### src/rtl/chk_sched.sv
// rtl/chk_sched.sv - round-robin sig/rfr compare scheduler with sticky error status
// Optional per-slot sticky error bitmap is built when CHK_SCHED_ERRMAP_EN is defined.
module chk_sched #(
  parameter int NSLOTS = 8,
  parameter int WIDTH  = 32,
  parameter int SELW   = 3
) (
  input  logic              clk,
  input  logic              rst_n,
  input  logic              enable,
  input  logic              clear,
  input  logic [NSLOTS-1:0] req,
  input  logic [WIDTH-1:0]  sig_in,
  input  logic [WIDTH-1:0]  rfr_in,
  output logic [SELW-1:0]   sel,
  output logic [NSLOTS-1:0] grant,
  output logic              check,
  output logic [NSLOTS-1:0] ack,
  output logic              mismatch,
  output logic              err,
  output logic [15:0]       err_count,
  output logic [SELW-1:0]   err_slot,
  output logic              busy,
  output logic [NSLOTS-1:0] err_map
);

  typedef enum logic [1:0] {IDLE, SEL, CHK, ACK} state_t;

  state_t            state_q, state_d;
  logic [SELW-1:0]   ptr_q;
  logic [NSLOTS-1:0] ack_mask_q;
  logic [NSLOTS-1:0] elig;
  logic [SELW:0]     sum;
  logic [SELW-1:0]   idx;
  logic [SELW-1:0]   win_idx;
  logic              win_found;
  logic              err_hit;

  // The slot acked in the previous cycle is masked so a requester that is
  // still dropping req cannot be granted twice.
  always_comb begin
    elig      = req & ~ack_mask_q;
    win_found = 1'b0;
    win_idx   = '0;
    sum       = '0;
    idx       = '0;
    for (int i = 0; i < NSLOTS; i++) begin
      sum = {1'b0, ptr_q} + (SELW+1)'(i);
      if (sum >= (SELW+1)'(NSLOTS)) sum = sum - (SELW+1)'(NSLOTS);
      idx = sum[SELW-1:0];
      if (!win_found && elig[idx]) begin
        win_found = 1'b1;
        win_idx   = idx;
      end
    end
  end

  always_comb begin
    state_d = state_q;
    case (state_q)
      IDLE:    if (enable && win_found) state_d = SEL;
      SEL:     state_d = CHK;
      CHK:     state_d = ACK;
      ACK:     state_d = IDLE;
      default: state_d = IDLE;
    endcase
  end

  always_ff @(posedge clk or negedge rst_n) begin
    if (!rst_n) begin
      state_q    <= IDLE;
      ptr_q      <= '0;
      sel        <= '0;
      grant      <= '0;
      check      <= 1'b0;
      ack        <= '0;
      mismatch   <= 1'b0;
      busy       <= 1'b0;
      ack_mask_q <= '0;
    end else begin
      state_q    <= state_d;
      busy       <= (state_d != IDLE);
      check      <= (state_d == CHK);
      ack        <= '0;
      mismatch   <= 1'b0;
      ack_mask_q <= '0;
      case (state_q)
        IDLE: begin
          if (state_d == SEL) begin
            sel   <= win_idx;
            grant <= {{(NSLOTS-1){1'b0}}, 1'b1} << win_idx;
          end
        end
        CHK: begin
          ack      <= grant;
          mismatch <= (sig_in != rfr_in);
        end
        ACK: begin
          ptr_q      <= (sel == SELW'(NSLOTS-1)) ? '0 : sel + 1'b1;
          ack_mask_q <= grant;
          grant      <= '0;
          sel        <= '0;
        end
        default: ;
      endcase
    end
  end

  // Error status is committed on the edge leaving ACK; a clear sampled on that
  // same edge loses to the mismatch and restarts the count at one.
  assign err_hit = (state_q == ACK) && mismatch;

  always_ff @(posedge clk or negedge rst_n) begin
    if (!rst_n) begin
      err       <= 1'b0;
      err_count <= '0;
      err_slot  <= '0;
    end else if (err_hit) begin
      err       <= 1'b1;
      err_slot  <= sel;
      if (clear)                    err_count <= 16'd1;
      else if (err_count != 16'hFFFF) err_count <= err_count + 16'd1;
    end else if (clear) begin
      err       <= 1'b0;
      err_count <= '0;
      err_slot  <= '0;
    end
  end

`ifdef CHK_SCHED_ERRMAP_EN
  always_ff @(posedge clk or negedge rst_n) begin
    if (!rst_n)       err_map <= '0;
    else if (err_hit) err_map <= (clear ? '0 : err_map) | grant;
    else if (clear)   err_map <= '0;
  end
`else
  assign err_map = '0;
`endif

endmodule
### config.mk
export PLATFORM = sky130hd
export DESIGN_NAME = chk_sched
export DESIGN_NICKNAME = d
export VERILOG_FILES = /design/src/rtl/chk_sched.sv
export SDC_FILE = /design/constraint.sdc
export NUM_CORES = 1
export LEC_CHECK = 0
export ABC_CLOCK_PERIOD_IN_PS = 5750
export CORE_AREA = 2 2 91 93
export CTS_CLUSTER_SIZE = 20
export DETAILED_ROUTE_END_ITERATION = 16
export DIE_AREA = 0 0 93 95
export HOLD_SLACK_MARGIN = 0.02
export PLACE_DENSITY = 0.87
export REMOVE_ABC_BUFFERS = 1
export SETUP_SLACK_MARGIN = 0.02
export SLEW_MARGIN = 10
export SYNTH_ARGS = -nofsm -noshare
export SYNTH_HDL_FRONTEND = slang
export SYNTH_SLANG_ARGS = --single-unit
### constraint.sdc
create_clock -name clk -period 5.75 [get_ports clk]
set_input_delay 0.8625 -clock clk [delete_from_list [all_inputs] [get_ports clk]]
set_output_delay 0.8625 -clock clk [all_outputs]
set_load 0.02 [all_outputs]
==> flow_metrics.py, run 1 <==
metrics = {
    "cells_and_area": {
        "nets": 583,
        "antenna-diode-count": 0,
        "areaGrowthSynthToFinish_pct": 34.1,
        "layout_commonest_cell": "clkdlybuf4s50_1",
        "layout-drive-gt1-share_pct": 7.41,
        "fill_cells": 622,
        "fin_cells": 604,
        "layout_common_cells": "clkdlybuf4s50_1 (116), dfrtp_1 (55), xnor2_1 (38), nor2_1 (30), nand3_1 (20)",
    },
    "clock_tree": {
        "cts-root-buf": "clkbuf_8",
        "cts_htree_levels": 2,
        "cts_buffers": 5,
        "hold_buffers": 0,
        "cts_resized": 0,
        "clk_pin_slew_ps": 100,
        "cts_setup_buffers": 0,
        "clockBufferDepth": 2,
        "worstSkewPairLatency_ps": 320,
        "clock-sinks": 55,
        "cts_tree": "yes",
    },
    "critical_path": {
        "cpPeakStageDelay_ps": 700,
        "r2r_slack_ps": 1610,
        "cp_data_required_time_ps": 5920,
        "crit_arrival_ps": 4320,
        "end_kind": "flip-flop",
        "crit_type": "flip-flop to flip-flop",
        "worstPathCellList": "inv_1, ha_1, xor2_1, mux4_1, mux2i_4, or4b_1, nor3_2, o32ai_1, o41ai_1",
        "start_kind": "flip-flop",
        "cp_slowest_cell": "dfrtp_1",
        "crit_fanout": 15,
    },
    "placement": {
        "place.gp.congestion": 0.936,
        "placed_cells": 596,
        "io_buffers": 117,
        "place_hpwl_mm": 8.25,
    },
    "yosys": {
        "yosysTopAreaCell": "dfrtp_1",
        "yosys_warnings": 0,
        "netlist_area_um2": 3910,
        "synthMuxAreaShare_pct": 13.5,
        "synth_xor_area_share_pct": 10.3,
        "synth_seq_area_share_pct": 35.2,
        "synth-compound-area-share_pct": 13.3,
        "async_flop_share_pct": 100,
        "postSynthCellCount": 387,
        "ys.flop_type": "dfrtp_1",
        "synth_adder_area_share_pct": 2.88,
        "ys_seq_elements": 55,
        "syn_area_per_cell_um2": 10.1,
        "synth_top_cell_area_share_pct": 35.2,
        "synth_enable_flop_cells": 0,
        "synth.top_cells.by_area": "dfrtp_1 (35%), xnor2_1 (8.5%), mux4_2 (5.2%)",
        "synthDistinctLibCells": 67,
        "synth_top_family_by_area": "simple AND/OR/NAND/NOR gates",
        "yosys.area_share.simple_pct": 19.7,
    },
    "timing": {
        "timing.final.crit_period_ps": 4140,
        "fin_crit_sh_pct": 72.0,
        "finalSetupViolCount": 0,
        "finClkSkew_ps": 10.3,
        "fmax_mhz": 241,
        "rsz0062_at_grt": "false",
        "relSlewSlack_pct": 45.2,
        "tightest_slew_ps": 798,
        "setup_tns_ps": 0,
        "final-max-slew-violation-count": 0,
        "hold_viol": 0,
    },
    "detailed_routing": {
        "vias": 3561,
        "drtAntennaViolNets": 0,
        "wl_met3_um": 933,
        "routed.top_layer": "met4",
        "vias_per_cell": 5.90,
        "dr.pass1.iters": 5,
        "wl_met1_mm": 3.82,
        "dr.first_iter.drc_count": 183,
        "wl_per_cell_um": 17.3,
        "totalWireLength_mm": 10.5,
        "drc": 0,
        "wl_met2_mm": 5.39,
    },
    "die": {
        "core-area_um2": 7930,
        "die_w_um": 93,
        "io-pin-count": 126,
        "die_h_um": 95,
        "row_count": 33,
        "initial_core_util_pct": 49.4,
        "dieArea_um2": 8840,
    },
    "flow_run": {
        "maxCapViolations": 0,
    },
    "hold_path": {
        "holdCritPathClass": "flip-flop to flip-flop",
    },
    "pwr": {
        "power.switching_mw": 0.975,
        "ir_drop_mv": 0.162,
        "power.leakage_nw": 2.07,
        "switching_share_pct": 44.9,
        "combPwrFrac_pct": 61.4,
        "intPower_mw": 1.20,
        "p_clk_share_pct": 13.8,
        "seqPwrFrac_pct": 24.7,
        "p_per_area_nw_per_um2": 413,
    },
    "global_routing": {
        "grt_pass1_wl_mm": 16.7,
        "antenna_found_initial": 0,
        "grt_max_degree": 56,
        "grt_usage_pct": 24.2,
        "grt_pass1_vias": 3434,
        "grt_overflow": 0,
    },
    "outcome": {
        "status": "complete, no violations",
    },
}
[sequential cells by signal (all words and copies together), names as in the netlist]
| name | count |
|---|---|
| busy | 1 |
| err | 1 |
| ack_mask_q | 8 |
| state_q | 2 |
| sel | 3 |
| grant | 8 |
| ptr_q | 3 |
| ack | 8 |
| check | 1 |
| err_count | 16 |
| err_slot | 3 |
| mismatch | 1 |
[worst max-delay path, delay by kind of cell, from the launching register on]
family          cells  cell delay, ps
flops               1             700
simple gates        2            1000
fa+ha+maj           1             300
mux                 2             700
compound gates      2             610
buf+inv             1             270
xor+xnor            1             420
[cell families after synthesis]
kind of cell             after synthesis
buffers and inverters                 38
XOR/XNOR                              46
other                                  1
flip-flops                            55
AND/OR/NAND/NOR                      143
AO/OA/AOI/OAI                         65
adder cells (fa/ha/maj)                9
multiplexers                          30
[cells in the mapped netlist, types with 2 or more instances]
cell / count
nor2_1: 30
nand3b_1: 3
o31ai_1: 4
clkbuf_1: 9
or2_2: 2
nor2b_1: 10
o21a_1: 3
nand4_1: 15
o211ai_1: 3
mux2_2: 4
a31oi_1: 2
or3_1: 2
nand2b_1: 11
o221ai_1: 2
dfrtp_1: 55
nand3_1: 20
mux4_1: 6
xnor2_1: 38
o311a_1: 2
o32ai_1: 3
xor2_1: 8
o41ai_1: 4
a211oi_1: 3
a21oi_1: 6
o22ai_1: 4
nor4_1: 3
inv_1: 14
o21ai_0: 11
mux4_2: 9
nand2_1: 14
mux2i_1: 10
and2_1: 17
buf_4: 8
a21boi_0: 2
buf_6: 3
ha_1: 9
nor3_1: 7
and4_1: 2
[worst paths after layout]
kind / start / to / depth (start not counted)
max: ptr_q[1] / grant[1] / 9
min: err_slot[1] / err_slot[1] / 2
max reg2reg: ptr_q[1] / grant[1] / 9
min reg2reg: err_slot[1] / err_slot[1] / 2
max in group asynchronous: rst_n / ack[3] / 2
min in group asynchronous: rst_n / err_count[12] / 2
[power groups by stage]
stage	Clock [mW]	Sequential [mW]	Combinational [mW]
2_1_floorplan	0	0.598	0.831
4_1_cts	0.302	0.536	1.32
3_5_place_dp	0	0.544	1.31
5_1_grt	0.320	0.547	1.43
6_report	0.300	0.537	1.33
3_3_place_gp	0	0.539	1.28
[routing by layer]
| layer | vias up | global-route usage [%] |
|---|---|---|
| met1 | 1710 | 28.6 |
| met2 | 199 | 43.5 |
| met3 | 27 | 4.95 |
| met5 | - | 0 |
| met4 | 0 | 8.82 |
| li1 | 1625 | - |
[layout make-up]
class                           instances  area (um2)  share of cell area, %
Sequential cell                        55        1380                   26.2
Clock inverter                          2        60.1                   1.14
Multi-Input combinational cell        301        2360                   45.1
Inverter                               16        62.6                   1.19
Timing Repair Buffer                  119        1180                   22.5
Clock buffer                            6        72.6                   1.38
Tap cell                              105         131                   2.50
[per-stage QoR]
stage                     setup slack, ps  total power [mW]  cell area, um2  util (%)  hold WS [ps]
after floorplan                      2220              1.43            3800         -           540
after global placement               1860              1.82            5120      64.5           500
after detailed placement             1700              1.85            5120      64.5           515
after CTS                            1660              2.15            5250      66.2           533
after global routing                 1430              2.30            5250      66.2           557
final                                1610              2.17            5250      66.2           525
No activity file was read; power rests on OpenSTA's default activity.
==> inputs of run 2 (changes only) <==
ABC_CLOCK_PERIOD_IN_PS = 3800   (was 5750)
CORE_AREA = 2 2 99 101   (was 2 2 91 93)
DIE_AREA = 0 0 101 103   (was 0 0 93 95)
PLACE_DENSITY = 0.78   (was 0.87)
clock period = 3.8 ns   (was 5.75 ns; I/O delays follow)
==> flow_metrics.py, run 2 (same netlist as run 1, synthesis figures left out) <==
metrics = {
    "timing": {
        "whs_ps": 276,
        "rsz0062_at_grt": "false",
        "layout_setup_ws_ps": 396,
        "timing.final.crit_period_ps": 3400,
        "finalSetupViolCount": 0,
        "fmax_mhz": 294,
        "final-max-slew-violation-count": 0,
        "tightest_slew_ps": 747,
        "finClkSkew_ps": 14.6,
        "fin_crit_sh_pct": 89.6,
        "hold_viol": 0,
        "setup_tns_ps": 0,
        "relSlewSlack_pct": 50.1,
    },
    "clock_tree": {
        "clockBufferDepth": 2,
        "clk_pin_slew_ps": 100,
        "worstSkewPairLatency_ps": 310,
        "cts-root-buf": "clkbuf_8",
        "cts_buffers": 5,
        "cts_setup_buffers": 0,
        "cts_tree": "yes",
        "hold_buffers": 0,
        "clock-sinks": 55,
        "cts_htree_levels": 2,
        "cts_resized": 0,
    },
    "critical_path": {
        "cp_data_required_time_ps": 3990,
        "worstPathCellList": "clkdlybuf4s50_1, nor2b_1, mux4_1, mux2i_4, or4b_1, nor3_2, o32ai_1, buf_4, o41ai_1",
        "start_kind": "input pin",
        "worst-path-buf-inv": 2,
        "rr_endpoint": "grant[3]",
        "crit_fanout": 9,
        "r2r_start": "ptr_q[0]",
        "cpPeakStageDelay_ps": 690,
        "end_kind": "flip-flop",
        "reg2regPathDepth": 11,
        "r2r_slack_ps": 470,
        "crit_arrival_ps": 3590,
        "crit_type": "input pin to flip-flop",
        "path_delay_family": "simple AND/OR/NAND/NOR gates",
        "cp_slowest_cell": "or4b_1",
    },
    "detailed_routing": {
        "dr.pass1.iters": 5,
        "vias_per_cell": 5.71,
        "drtAntennaViolNets": 0,
        "drc": 0,
        "vias": 3566,
        "dr.first_iter.drc_count": 165,
        "totalWireLength_mm": 11.0,
        "wl_per_cell_um": 17.7,
    },
    "global_routing": {
        "grt_pass1_vias": 3589,
        "grt_pass1_wl_mm": 17.9,
        "grt_max_degree": 30,
        "grt_usage_pct": 21.8,
        "grt_overflow": 0,
        "antenna_found_initial": 0,
    },
    "cells_and_area": {
        "areaGrowthSynthToFinish_pct": 35.9,
        "layout-drive-gt1-share_pct": 9.41,
        "largest_register_ffs": 16,
        "nets": 595,
        "fill_cells": 860,
        "layout_commonest_cell": "clkdlybuf4s50_1",
        "layout_common_cells": "clkdlybuf4s50_1 (116), dfrtp_1 (55), xnor2_1 (38), nor2_1 (30), nand3_1 (20)",
        "regMostFlops": "err_count",
        "antenna-diode-count": 0,
        "final_area_um2": 5320,
    },
    "placement": {
        "io_buffers": 117,
        "place.gp.congestion": 0.957,
        "place_hpwl_mm": 8.64,
        "dp_worst_setup_slack_ps": 98.8,
        "dpl-instance-area_um2": 5220,
    },
    "die": {
        "die_h_um": 103,
        "die_w_um": 101,
        "io-pin-count": 126,
        "core-area_um2": 9460,
        "row_count": 36,
        "initial_core_util_pct": 41.4,
        "dieArea_um2": 10400,
    },
    "pwr": {
        "finalPower_mw": 3.33,
        "ir_drop_mv": 0.281,
        "power.leakage_nw": 2.11,
        "p_per_area_nw_per_um2": 627,
    },
    "outcome": {
        "status": "complete, no violations",
    },
    "hold_path": {
        "holdCritPathClass": "input pin to asynchronous set/reset pin",
    },
    "flow_run": {
        "maxCapViolations": 0,
    },
}
[run 2: cell types whose count changed in the layout (fill, tap and decap cells not counted), sizes merged]
cell	before	now
bufinv	2	1
buf	3	15
[run 2: worst max-delay path by stage]
stage	start	to	slack (ps)	depth (start not counted)
6_report	req[3]	grant[3]	400	9
5_1_grt	ptr_q[0]	sel[1]	260	10
4_1_cts	req[3]	grant[3]	420	9
3_5_place_dp	req[2]	grant[2]	100	8
3_3_place_gp	req[3]	sel[0]	240	8
2_1_floorplan	ptr_q[0]	busy	270	9
[run 2: worst reg2reg max path: stages, from the launching register on]
cell	delay (ps)
dfrtp_1	420
inv_4	60
ha_1	220
xor2_1	170
buf_4	170
mux4_1	390
mux2i_4	260
or4b_1	690
nor3_2	280
o32ai_1	120
buf_4	180
o41ai_1	250
[run 2: final cells by class]
type,count,area (um2),share of cell area (%)
Multi-Input combinational cell,301,2360,44.4
Sequential cell,55,1380,25.9
Timing Repair Buffer,131,1270,23.9
Tap cell,114,143,2.68
Clock buffer,6,72.6,1.36
Inverter,16,62.6,1.18
Clock inverter,1,30.0,0.564
[run 2: layer usage]
metal | wire, um | track usage (%) | up-vias
li1 | - | - | 1648
met1 | 4260 | 26.4 | 1707
met2 | 5620 | 39.3 | 186
met3 | 894 | 4.41 | 25
met4 | 251 | 6.65 | 0
met5 | 0 | 0 | -
[run 2: power breakdown]
part / internal, mW / total, mW / leakage, nW / switching, mW
Clock: 0.193 / 0.375 / 0.0513 / 0.182
Combinational: 0.955 / 2.18 / 1.31 / 1.22
Sequential: 0.691 / 0.784 / 0.751 / 0.0930
Total: 1.84 / 3.33 / 2.11 / 1.49
[run 2: metrics by stage]
stage               instances  util, %
floorplan                 372        -
global placement          617     55.2
detailed placement        617     55.2
CTS                       624     56.2
global route              624     56.2
finish                    624     56.2
==> inputs of run 3 (changes only) <==
SLEW_MARGIN = not set   (was 10)
==> results of run 3 <==
The final DEF is identical to that of run 2; final timing and power are the same.
